[src/rtl/sram_bus_arbiter.sv]
// Two-into-one SRAM-like bus arbiter: inst and data slaves share one master port,
// data has priority unless a pending inst request has waited STARVE_LIMIT grants.
module sram_bus_arbiter #(
  parameter int STARVE_LIMIT = 4
) (
  input  logic        clk,
  input  logic        rst,
  input  logic        inst_req,
  input  logic        inst_wr,
  input  logic [1:0]  inst_size,
  input  logic [31:0] inst_addr,
  input  logic [31:0] inst_wdata,
  output logic [31:0] inst_rdata,
  output logic        inst_addr_ok,
  output logic        inst_data_ok,
  input  logic        data_req,
  input  logic        data_wr,
  input  logic [1:0]  data_size,
  input  logic [31:0] data_addr,
  input  logic [31:0] data_wdata,
  output logic [31:0] data_rdata,
  output logic        data_addr_ok,
  output logic        data_data_ok,
  output logic        m_req,
  output logic        m_wr,
  output logic [1:0]  m_size,
  output logic [31:0] m_addr,
  output logic [31:0] m_wdata,
  input  logic [31:0] m_rdata,
  input  logic        m_addr_ok,
  input  logic        m_data_ok,
  output logic [1:0]  owner,
  output logic        busy
);

  localparam int CW = (STARVE_LIMIT < 1) ? 1 : $clog2(STARVE_LIMIT + 1);
  localparam logic [1:0] OWN_NONE = 2'b00;
  localparam logic [1:0] OWN_INST = 2'b01;
  localparam logic [1:0] OWN_DATA = 2'b10;

  typedef enum logic [1:0] {IDLE = 2'b00, ADDR = 2'b01, DATA = 2'b10} state_t;

  state_t        r_state, w_next;
  logic [1:0]    r_owner, w_grant;
  logic [CW-1:0] r_starve, w_starve_next;
  logic          r_wr;
  logic [1:0]    r_size;
  logic [31:0]   r_addr, r_wdata;
  logic          w_sel_req, w_sel_wr, w_addr_ok, w_data_ok, w_inst_win;
  logic [1:0]    w_sel_size;
  logic [31:0]   w_sel_addr, w_sel_wdata;

  assign inst_rdata = m_rdata;
  assign data_rdata = m_rdata;
  assign busy       = (r_state != IDLE);
  assign owner      = busy ? r_owner : OWN_NONE;

  // Arbitration and starvation counter update
  always_comb begin
    w_inst_win    = inst_req && (!data_req || (r_starve == CW'(STARVE_LIMIT)));
    w_grant       = OWN_NONE;
    w_starve_next = r_starve;
    if (w_inst_win) begin
      w_grant = OWN_INST;
    end else if (data_req) begin
      w_grant = OWN_DATA;
    end else begin
      w_grant = OWN_NONE;
    end
    if (r_state == IDLE) begin
      if (w_grant == OWN_INST || !inst_req) begin
        w_starve_next = '0;
      end else if (w_grant == OWN_DATA && r_starve != CW'(STARVE_LIMIT)) begin
        w_starve_next = r_starve + CW'(1);
      end else begin
        w_starve_next = r_starve;
      end
    end
  end

  // Mux of the current grant holder's request signals
  always_comb begin
    w_sel_req   = 1'b0;
    w_sel_wr    = 1'b0;
    w_sel_size  = 2'b00;
    w_sel_addr  = 32'h0000_0000;
    w_sel_wdata = 32'h0000_0000;
    case (r_owner)
      OWN_INST: begin
        w_sel_req = inst_req; w_sel_wr = inst_wr; w_sel_size = inst_size;
        w_sel_addr = inst_addr; w_sel_wdata = inst_wdata;
      end
      OWN_DATA: begin
        w_sel_req = data_req; w_sel_wr = data_wr; w_sel_size = data_size;
        w_sel_addr = data_addr; w_sel_wdata = data_wdata;
      end
      default: begin
        w_sel_req = 1'b0;
      end
    endcase
  end

  // Next state and master-side outputs; outside ADDR the latched request is shown
  always_comb begin
    w_next    = r_state;
    m_req     = 1'b0;
    m_wr      = r_wr;
    m_size    = r_size;
    m_addr    = r_addr;
    m_wdata   = r_wdata;
    w_addr_ok = 1'b0;
    w_data_ok = 1'b0;
    case (r_state)
      IDLE: begin
        if (w_grant != OWN_NONE) w_next = ADDR;
        else                     w_next = IDLE;
      end
      ADDR: begin
        m_req   = w_sel_req;
        m_wr    = w_sel_wr;
        m_size  = w_sel_size;
        m_addr  = w_sel_addr;
        m_wdata = w_sel_wdata;
        if (!w_sel_req) begin
          w_next = IDLE;
        end else if (m_addr_ok) begin
          w_addr_ok = 1'b1;
          if (m_data_ok) begin
            w_data_ok = 1'b1;
            w_next    = IDLE;
          end else begin
            w_next = DATA;
          end
        end else begin
          w_next = ADDR;
        end
      end
      DATA: begin
        if (m_data_ok) begin
          w_data_ok = 1'b1;
          w_next    = IDLE;
        end else begin
          w_next = DATA;
        end
      end
      default: begin
        w_next = IDLE;
      end
    endcase
  end

  assign inst_addr_ok = w_addr_ok && (r_owner == OWN_INST);
  assign data_addr_ok = w_addr_ok && (r_owner == OWN_DATA);
  assign inst_data_ok = w_data_ok && (r_owner == OWN_INST);
  assign data_data_ok = w_data_ok && (r_owner == OWN_DATA);

  // State, grant, starvation counter and latched master request
  always_ff @(posedge clk or negedge rst) begin
    if (!rst) begin
      r_state  <= IDLE;
      r_owner  <= OWN_NONE;
      r_starve <= '0;
      r_wr     <= 1'b0;
      r_size   <= 2'b00;
      r_addr   <= 32'h0000_0000;
      r_wdata  <= 32'h0000_0000;
    end else begin
      r_state  <= w_next;
      r_starve <= w_starve_next;
      if (r_state == IDLE && w_grant != OWN_NONE) r_owner <= w_grant;
      if (r_state == ADDR) begin
        r_wr    <= w_sel_wr;
        r_size  <= w_sel_size;
        r_addr  <= w_sel_addr;
        r_wdata <= w_sel_wdata;
      end
    end
  end

endmodule

[config.mk]
export PLATFORM = sky130hd
export DESIGN_NAME = sram_bus_arbiter
export DESIGN_NICKNAME = d
export VERILOG_FILES = /design/src/rtl/sram_bus_arbiter.sv
export SDC_FILE = /design/constraint.sdc
export NUM_CORES = 1
export LEC_CHECK = 0
export BUFFER_PORTS_ARGS = -buffer_cell sky130_fd_sc_hd__buf_2
export CORE_AREA = 3 3 121 123
export DETAILED_ROUTE_END_ITERATION = 7
export DIE_AREA = 0 0 124 126
export GPL_ROUTABILITY_DRIVEN = 0
export GPL_TIMING_DRIVEN = 0
export PLACE_DENSITY = 0.62
export SYNTH_ARGS = -nofsm -noshare
export SYNTH_HDL_FRONTEND = slang
export SYNTH_SLANG_ARGS = --single-unit
export TNS_END_PERCENT = 20
[constraint.sdc]
create_clock -name clk -period 2.24 [get_ports clk]
set_clock_uncertainty 0.15 [all_clocks]
set_input_delay 0.224 -clock clk [delete_from_list [all_inputs] [get_ports clk]]
set_output_delay 0.224 -clock clk [all_outputs]
set_load 0.02 [all_outputs]
==> results.json <==
{
  "final_area_sq_um": 7340,
  "fin_crit_ps": 2250,
  "yosys_most_used_dff": "dfrtp_1",
  "cts_tree": "done",
  "synth-seq-cells": 74,
  "row_count": 43,
  "grt_usage_pct": 17.1,
  "power.total_mw": 11.7,
  "die_area_sq_um": 15600,
  "ctsHtreeMaxLevel": 3,
  "slew_violations": 0,
  "grt_pass1_wl_um": 20900,
  "antenna_found_initial": 0,
  "clock_path_buffers": 2,
  "ys_async_sr_fraction_pct": 100,
  "slew_headroom_pct": 68.6,
  "first_iter_violations": 111,
  "p_leak_nw": 3.52,
  "drv_cap": 0,
  "nets": 901,
  "grt_setup_unrepaired": "yes",
  "start_util_pct": 29.1,
  "crit_path_end_kind": "output port",
  "cp_max_fo": 8,
  "cp.arrival_ps": 1880,
  "worst_slack_ps": -14.0,
  "synth_top_area_share_pct": 46.2,
  "max_freq_mhz": 444,
  "first_pass_iters": 4,
  "required_ps": 1870,
  "syn_area_sq_um": 4010,
  "drive_gt1_share_pct": 69.3,
  "yosys.cell_types.count": 24,
  "drc": 0,
  "grt_overflow_total": 0,
  "dpl.hpwl_um": 10300,
  "status": "finished, violations left",
  "worst-setup-path-type": "reg2out",
  "grt_max_degree": 41,
  "critPathLaunchType": "flip-flop",
  "layout_commonest_cell": "buf_2",
  "viasPerCell": 4.59,
  "cts.sinks": 74,
  "place_worst_setup_slack_ps": 43.0,
  "synth_nets": 599,
  "insertion_delay_ps": 340,
  "fp.dieH_um": 126,
  "p_per_area_nw_per_um2": 1600,
  "wire_per_inst_um": 15.7,
  "synth-warning-count": 0,
  "vdd_ir_drop_max_uv": 722,
  "numCtsBuffers": 9,
  "setup_viol": 2,
  "die_w_um": 124,
  "wl_um": 14300,
  "vias": 4156,
  "place_area_sq_um": 5650,
  "final_hold_viol_count": 0,
  "portBuffers": 278,
  "failed_checks": "negative setup slack",
  "synth.area.top_cells": "dfrtp_1, a22oi_1, buf_4, o22ai_1, inv_1",
  "synthToLayoutAreaGrowth_pct": 83.3,
  "detail-route-antenna-nets": 0,
  "yosys.area.top_type": "dfrtp_1",
  "synth_edf_count": 0,
  "hp-class": "in2reg",
  "synth.avg_cell_area_sq_um": 9.56,
  "final_util_pct": 53.3,
  "seq_area_frac_synth_pct": 46.2,
  "first_global_vias": 4149,
  "synthCells": 419,
  "cts_root_buffer": "clkbuf_16",
  "fin_crit_sh_pct": 101,
  "core-area_sq_um": 13800,
  "mostFrequentLayoutCells": "buf_2, buf_4, dfrtp_1",
  "clk_pin_slew_ps": 60,
  "insertedDiodeCount": 0,
  "worst_pin_slew_ps": 471,
  "pin_count": 311
}
## logic make-up (layout without fill, tap and decap cells)
family | count (synthesis) | count (layout) | synth area share [%]
compound gates | 145 | 145 | 25.0
flops | 74 | 74 | 46.2
fa+ha+maj | 8 | 8 | 2.50
buf+inv | 170 | 477 | 23.6
simple gates | 22 | 22 | 2.65
## power by group
| group | internal [mW] | total (mW) | switching [mW] |
|---|---|---|---|
| clock network | 0.996 | 1.53 | 0.531 |
| logic | 3.61 | 8.06 | 4.45 |
| registers | 1.96 | 2.14 | 0.181 |
| total | 6.56 | 11.7 | 5.16 |
## registers in the layout (all words and copies together) (netlist names)
signal	cells
r_starve	3
r_state	2
r_owner	2
r_wdata	32
r_addr	32
r_wr	1
r_size	2
## area by class of cell
type | instances | area (sq um)
clock inverters | 6 | 80.1
repair buffers | 293 | 1860
multi-input cells | 175 | 1990
well taps | 180 | 225
fillers | 1247 | 6430
flip-flops and latches | 74 | 1850
inverters | 74 | 278
plain buffers | 94 | 813
clock buffers | 10 | 239
## repair_timing
| item | in CTS | in global routing |
|---|---|---|
| buffers inserted | 7 | 2 |
| cloned | 0 | 3 |
| gates resized for setup | 196 | 89 |
| hold endpoints to repair | 35 | 0 |
| pin swaps | 9 | 29 |
| hold buffers | 2 | 0 |
| endpoints found under the setup margin | 71 | 72 |
## stage by stage
step / cells / TNS (ps) / hold slack [ps]
global route: 906 / -2110 / 39.3
CTS: 903 / -24.6 / 12.8
global placement: 877 / 0 / 273
finish: 906 / -18.7 / 24.0
floorplan: 419 / 0 / -222
detailed placement: 878 / 0 / 62.7
## cells in the mapped netlist, types with 2 or more instances
cell      count
buf_2        20
buf_4        67
and2_1        3
a21oi_1       2
clkbuf_1      5
a22oi_1      67
dfrtp_1      74
nand3_1       4
buf_6         4
inv_1        74
nand2_1       4
nand2b_1      2
ha_1          8
nor2_1        6
o22ai_1      70
## layer usage
metal / up-vias / wire length (um) / global-route usage (%)
li1: 2016 / - / -
met1: 1961 / 5350 / 19.2
met2: 164 / 7690 / 31.6
met3: 15 / 1110 / 4.76
met4: 0 / 117 / 4.06
met5: - / 0 / 0
## worst max-delay path, stage by stage, from the launching register on
cell,delay [ps]
dfrtp_2,430
buf_6,130
ha_4,220
buf_12,160
buf_12,130
a22oi_2,210
o22ai_4,110
buf_6,140
## final timing paths
| kind | from | cells past startpoint | end | slack, ps |
|---|---|---|---|---|
| max in group asynchronous | rst | 3 | r_owner[0]$_DFFE_PN0P_ | 1100 |
| min | inst_wdata[9] | 3 | r_wdata[9]$_DFF_PN0_ | 20 |
| max reg2reg | r_owner[0]$_DFFE_PN0P_ | 7 | r_addr[25]$_DFF_PN0_ | 480 |
| max | r_owner[0]$_DFFE_PN0P_ | 7 | m_addr[29] | -10 |
| min in group asynchronous | rst | 2 | r_addr[10]$_DFF_PN0_ | 270 |
| min reg2reg | r_wdata[8]$_DFF_PN0_ | 2 | r_wdata[8]$_DFF_PN0_ | 380 |
(Power assumes the default switching activity.)
